## src/rtl/exponent_subtractor_serial.sv

```systemverilog
`default_nettype none
// ============================================================================
// Module   : exponent_subtractor_serial
// Function : Bit-serial a - b exponent subtractor with sign, equality and
//            magnitude outputs for the float adder's alignment stage.
//            Optional magnitude clamp is enabled by defining EXP_SUB_CLAMP_EN.
// Revision : 1.0 - initial release
// ============================================================================
module exponent_subtractor_serial #(
  parameter int WIDTH     = 8,
  parameter int CLAMP_MAX = 26
) (
  input  logic             clk,
  input  logic             rst,
  input  logic [WIDTH-1:0] in_a,
  input  logic [WIDTH-1:0] in_b,
  input  logic             in_valid,
  output logic             in_ready,
  output logic [WIDTH-1:0] out_diff,
  output logic [WIDTH-1:0] out_abs,
  output logic             out_a_lt_b,
  output logic             out_eq,
  output logic             out_clamped,
  output logic             out_valid,
  input  logic             out_ready
);

  localparam int              c_CW   = (WIDTH > 1) ? $clog2(WIDTH) : 1;
  localparam logic [c_CW-1:0] c_LAST = c_CW'(WIDTH - 1);

  localparam logic [1:0] S_IDLE = 2'd0;
  localparam logic [1:0] S_RUN  = 2'd1;
  localparam logic [1:0] S_FIX  = 2'd2;
  localparam logic [1:0] S_DONE = 2'd3;

`ifdef EXP_SUB_CLAMP_EN
  localparam bit c_CLAMP_EN = 1'b1;
`else
  localparam bit c_CLAMP_EN = 1'b0;
`endif

  localparam logic [WIDTH-1:0] c_CLAMP_VAL = WIDTH'(CLAMP_MAX);

  logic [1:0]       r_state;
  logic [1:0]       w_state_nxt;
  logic [WIDTH-1:0] r_a;
  logic [WIDTH-1:0] r_b;
  logic [WIDTH-1:0] r_diff;
  logic             r_borrow;
  logic [c_CW-1:0]  r_cnt;

  logic             w_load;
  logic             w_shift;
  logic             w_fix;
  logic             w_d;
  logic             w_bout;
  logic [WIDTH-1:0] w_abs;
  logic             w_clamp_hit;

  // State register
  always_ff @(posedge clk or posedge rst) begin
    if (rst) begin
      r_state <= S_IDLE;
    end else begin
      r_state <= w_state_nxt;
    end
  end

  // Next-state logic
  always_comb begin
    w_state_nxt = r_state;
    case (r_state)
      S_IDLE: if (in_valid)          w_state_nxt = S_RUN;
      S_RUN:  if (r_cnt == c_LAST)   w_state_nxt = S_FIX;
      S_FIX:                         w_state_nxt = S_DONE;
      S_DONE: if (out_ready)         w_state_nxt = S_IDLE;
      default:                       w_state_nxt = S_IDLE;
    endcase
  end

  // State-decoded outputs and datapath strobes
  always_comb begin
    in_ready  = 1'b0;
    out_valid = 1'b0;
    w_load    = 1'b0;
    w_shift   = 1'b0;
    w_fix     = 1'b0;
    case (r_state)
      S_IDLE: begin
        in_ready = 1'b1;
        w_load   = in_valid;
      end
      S_RUN:   w_shift   = 1'b1;
      S_FIX:   w_fix     = 1'b1;
      S_DONE:  out_valid = 1'b1;
      default: in_ready  = 1'b0;
    endcase
  end

  // Full-subtractor cell on the operand LSBs
  assign w_d    = r_a[0] ^ r_b[0] ^ r_borrow;
  assign w_bout = (~r_a[0] & r_b[0]) | (~(r_a[0] ^ r_b[0]) & r_borrow);

  // Final borrow set means the raw difference is negative: negate for magnitude
  assign w_abs       = r_borrow ? (~r_diff + {{(WIDTH-1){1'b0}}, 1'b1}) : r_diff;
  assign w_clamp_hit = c_CLAMP_EN && (32'(w_abs) > $unsigned(CLAMP_MAX));

  // Serial datapath and result registers
  always_ff @(posedge clk or posedge rst) begin
    if (rst) begin
      r_a         <= '0;
      r_b         <= '0;
      r_diff      <= '0;
      r_borrow    <= 1'b0;
      r_cnt       <= '0;
      out_diff    <= '0;
      out_abs     <= '0;
      out_a_lt_b  <= 1'b0;
      out_eq      <= 1'b0;
      out_clamped <= 1'b0;
    end else begin
      if (w_load) begin
        r_a      <= in_a;
        r_b      <= in_b;
        r_diff   <= '0;
        r_borrow <= 1'b0;
        r_cnt    <= '0;
      end else if (w_shift) begin
        r_a      <= {1'b0, r_a[WIDTH-1:1]};
        r_b      <= {1'b0, r_b[WIDTH-1:1]};
        r_diff   <= {w_d, r_diff[WIDTH-1:1]};
        r_borrow <= w_bout;
        r_cnt    <= r_cnt + {{(c_CW-1){1'b0}}, 1'b1};
      end
      if (w_fix) begin
        out_diff    <= r_diff;
        out_abs     <= w_clamp_hit ? c_CLAMP_VAL : w_abs;
        out_a_lt_b  <= r_borrow;
        out_eq      <= (r_diff == '0);
        out_clamped <= w_clamp_hit;
      end
    end
  end

endmodule
`default_nettype wire
```

## config.mk

```make
export PLATFORM = sky130hd
export DESIGN_NAME = exponent_subtractor_serial
export DESIGN_NICKNAME = d
export VERILOG_FILES = /design/src/rtl/exponent_subtractor_serial.sv
export SDC_FILE = /design/constraint.sdc
export NUM_CORES = 1
export LEC_CHECK = 0
export ABC_AREA = 1
export CAP_MARGIN = 10
export CORE_AREA = 2 2 67 69
export CTS_BUF_LIST = sky130_fd_sc_hd__clkbuf_16
export DETAILED_ROUTE_END_ITERATION = 16
export DIE_AREA = 0 0 69 71
export PLACE_DENSITY = 0.91
export REMOVE_ABC_BUFFERS = 1
export SLEW_MARGIN = 20
export SYNTH_ARGS = -nofsm -noshare
export SYNTH_HDL_FRONTEND = slang
export SYNTH_SLANG_ARGS = --single-unit
```

## constraint.sdc

```tcl
create_clock -name clk -period 2.25 [get_ports clk]
set_input_delay 0.225 -clock clk [delete_from_list [all_inputs] [get_ports clk]]
set_output_delay 0.225 -clock clk [all_outputs]
set_load 0.05 [all_outputs]
```

; ---- After elaboration in Yosys (flattened, before gate mapping)
; Cells that the tools add are included.
; W data, S select, Z words.
[totals]
memories = 0
rom_bits = 0
mem_bits_rw = 0
regBits = 48
elab_cells = 51
latch_bits = 0
input_bits = 20
out_inout_bits = 21
[op_classes]
add_sub_neg = 2
n_shift = 0
bitwise_logic = 8
div_mod_pow = 0
n_mux = 20
eq_ne = 7
reduce_logical = 4
n_mul = 0
order_cmp = 0
[ops]
columns = cell, n
row1 = $mux W8, 7
row2 = $add A8 B1 Y8 const B, 1
row3 = $logic_not A8 Y1, 1
row4 = $not A8 Y8, 1
row5 = $pmux W2 S4, 1
row6 = $mux W1, 7
row7 = $mux W2, 3
row8 = $mux W3, 2
row9 = $ne A2 B2 Y1 const B, 3
row10 = $eq A2 B2 Y1 const B, 2
row11 = $add A3 B1 Y3 const B, 1
row12 = $eq A3 B3 Y1 const B, 1
row13 = $reduce_and A3 Y1, 1
row14 = $and A1 B1 Y1, 2
row15 = $eq A2 B1 Y1 const B, 1
row16 = $logic_not A2 Y1, 1
row17 = $not A1 Y1, 2
row18 = $reduce_bool A2 Y1, 1
row19 = $xor A1 B1 Y1, 2
row20 = $or A1 B1 Y1, 1

; ---- Longest topological paths before layout
[depth]
depth_word = 6
mapped_depth = 8

; ---- Worst setup path before layout
; Ideal clock, no wire load.
[synth_path]
kind = register -> register
from = reg r_state[0]
to = reg r_b[2]
arrival_time_ns = 1.556
t_required_ns = 2.126
path_stages_with_launch = 8
path_slack_ns = 0.570
period_less_slack_ns = 1.680
cell_sequence = dfrtp_1 inv_1 ha_1 nand2_2 buf_6 buf_6 nand3_1 nand3_1
[synth_via]
elab_chain_cells = 3
[synth_lines]
columns = element, line_no
row1 = start: declaration, 44  ; logic [1:0] r_state;
row2 = start signal: assignment, 65  ; r_state <= w_state_nxt;
row3 = $eq A2 B1 Y1 or $logic_not A2 Y1 (tied branches), 88  ; case (r_state)
row4 = $mux W1, 88
row5 = $reduce_bool A2 Y1 (no source line) or $mux W8 (tied branches), -
row6 = end signal: assignment, 124  ; r_b <= in_b;
row7 = end signal: assignment, 130  ; r_b <= {1'b0, r_b[WIDTH-1:1]};
row8 = end: declaration, 47  ; logic [WIDTH-1:0] r_b;
; Parallel ways exist; a longest one is shown, timed or not.
; A chain may end at the register's enable or synchronous reset.

; ---- Final worst setup path
[layout_path]
from = reg r_state[1]
to = out in_ready
[layout_via]
elab_chain_cells = 2
[layout_lines]
columns = element, line_no
row1 = $logic_not A2 Y1, 88
row2 = $mux W1, 88
row3 = end: declaration, 18  ; output logic in_ready,
; Every way passes these cells.

==> run summary <==
Startpoint Class: flip-flop
Seq. cell area: 0.00118 mm^2
Share of layout cells above drive strength 1: 9.22%
Endpoint class of the critical path: output port
Die Y-Extent: 71 um
Syn. warnings: 0
Routability Congestion: 0.824
Post-layout min period: 2.10 ns
Number of synthesized flops with an enable pin: 0
Die Wd: 69 um
Resize count post-CTS: 0
Via count: 1,808
Die ar.: 0.00490 mm^2
HP Class: in2async
Port Buf Inserts: 39
Synthesized flop and latch total: 47
1st-iter DRT viols: 124
Post-CTS setup buffer count: 0
Clk Tree Root Cell: clkbuf_16
Worst Skew: 0.00276 ns
DRC Markers: 0
Final Hold Vio Count: 0
Clk_lat worst skew: 0.28 ns
Fin crit share: 93.3%
Hpwl dp: 2930 um
Setup TNS: 0 ns
Clk slew on worst S/H paths: 0.06 ns
Final core utilization: 67.0%
Gr ovfl total: 0
Clock sink count: 47
Largest net degree at the start of global routing: 28
Post-synthesis cell area: 0.00228 mm^2
Pre-CTS setup slack: 0.480 ns
Bufs on Longest Clock Path: 2
Leakage power: 0.00135 uW
Fill cells: 327
Io pins: 41
Final setup viols: 0
Final #Nets: 320
Syn Inst Count: 257
First-pass DRT Iterations: 4
Fmax: 477 MHz
Vias in the first global route: 1,774
Post-synthesis area per instance: 8.88 um^2
Top FF cell, synth: dfrtp_1
Critical path peak fanout: 4
TritonCTS Buffers: 5
First-pass GRT wire length: 7490 um
Worst EP required: 2.03 ns
Initial Utilization: 54.3%
Kind of critical path: reg2out
Count of pins over their slew limit: 0
TritonCTS clock tree: yes
GRT Util Overall: 18.9%
Asr flop ratio synth: 100%
Max VDD drop: 0.649 mV
Via density: 5.24
Post-Layout Inst Area: 0.00282 mm^2
Distinct cells, synth: 27
Status: finished, final reports clean
FP Rows: 24
Diodes inserted: 0
Initial antenna violation count: 0
Area of the multi-input gates: 918 um^2
Detail Route Antenna Nets: 0
Hold_buf cts: 0
RSZ-0062 raised after global routing: no
Register area share after synthesis: 51.5%
Placed instance area: 0.00265 mm^2
H-tree levels: 2
Core ar.: 0.00420 mm^2
Setup ws final: 0.152 ns
Number of max-cap violations: 0
PwrDens: 1520 mW/mm^2
Final wirelength: 4150 um
Syn-to-layout area delta: 23.4%
Arrival time worst endpoint: 1.87 ns
Post-DR wirelength/cell: 12.0 um
## worst paths after layout
path,startpoint,end,slack (ns),depth (start not counted)
setup reg to reg,r_state[0],r_cnt[1],0.59,6
hold reg to reg,out_a_lt_b,out_a_lt_b,0.47,2
setup / recovery,r_state[1],in_ready,0.15,3
min in group clk,out_a_lt_b,out_a_lt_b,0.47,2
max in group asynchronous,rst,r_b[0],1.47,3
hold / removal,rst,out_diff[1],0.24,2
## critical path, stage by stage (launching register included)
cell and delay (ns):
dfrtp_1 0.40, inv_1 0.12, ha_1 0.24, clkdlybuf4s50_1 0.83
## routing by layer
layer / share of wire (%) / track usage (%)
met1: 42 / 21.8
met2: 51 / 33.7
met4: 2.2 / 7.63
met5: 0 / 0
met3: 4.9 / 4.99
## cell usage after synthesis, types with 2 or more instances
library cell / n / area (um^2)
a21oi_1: 4 / 20.0
buf_2: 8 / 40.0
buf_4: 3 / 22.5
buf_6: 4 / 45.0
dfrtp_1: 47 / 1180
ha_1: 7 / 87.6
inv_1: 14 / 52.6
inv_2: 2 / 7.51
nand2_1: 61 / 229
nand3_1: 52 / 260
nand3_2: 5 / 50.1
nor2_1: 13 / 48.8
nor2_2: 3 / 18.8
o21ai_0: 9 / 45.0
o21ai_1: 13 / 65.1
## cells by family after synthesis
| logic type | Yosys count | share of synthesized area, % |
|---|---|---|
| compound gates | 29 | 6.90 |
| flops | 47 | 51.5 |
| simple gates | 137 | 27.7 |
| buf+inv | 33 | 8.27 |
| xor+xnor | 2 | 0.767 |
| other cells | 1 | 0.164 |
| fa+ha+maj | 8 | 4.71 |
## state kept, by name, indices dropped and copies added, names as in the netlist, 2 cells and up
register	flops
out_diff	8
r_a	8
r_b	8
r_diff	8
out_abs	7
r_cnt	3
r_state	2
## where the power goes
group	internal [uW]	leakage [uW]	switching [uW]	total (uW)
Clock	518	0.0000812	293	810
Sequential	1190	0.000611	242	1430
Combinational	693	0.000655	1340	2030
Total	2400	0.00135	1870	4270
## metrics by stage
| stage | instances | power [uW] | hold WS [ns] |
|---|---|---|---|
| 5_1_grt | 345 | 4600 | 0.316 |
| 6_report | 345 | 4270 | 0.241 |
| 2_1_floorplan | 241 | 2880 | 0.342 |
| 4_1_cts | 345 | 4310 | 0.248 |
| 3_3_place_gp | 337 | 3390 | 0.454 |
| 3_5_place_dp | 337 | 3470 | 0.465 |
## area by class of cell
type	count	area share (%)
tap	52	2.31
clock inverter	3	1.38
clock buffer	5	4.44
multi-input combinational	177	32.6
inverter	17	2.35
timing repair buffer	44	15.2
sequential	47	41.7
## cell usage in the layout, fill, tap and decap left out
cell type,synthesis,layout
a211oi_1,1,1
a21oi_1,4,4
buf_4,3,5
bufinv_16,0,1
clkbuf_16,0,5
clkdlybuf4s50_1,0,39
clkinv_1,0,1
clkinv_2,0,1
conb_1,1,1
dfrtp_1,47,47
fa_1,1,1
ha_1,7,7
inv_1,14,13
inv_2,2,3
inv_4,1,1
nand2_1,61,61
nand2_2,1,1
nand2_4,1,1
nand3_1,52,52
nand3_2,5,5
nand3b_1,1,1
nor2_1,13,13
nor2_2,3,3
o211ai_1,1,1
o211ai_2,1,1
o21ai_0,9,9
o21ai_1,13,13
xnor2_1,1,1
xor2_1,1,1
Note: power is estimated with default switching activity, not from simulation.
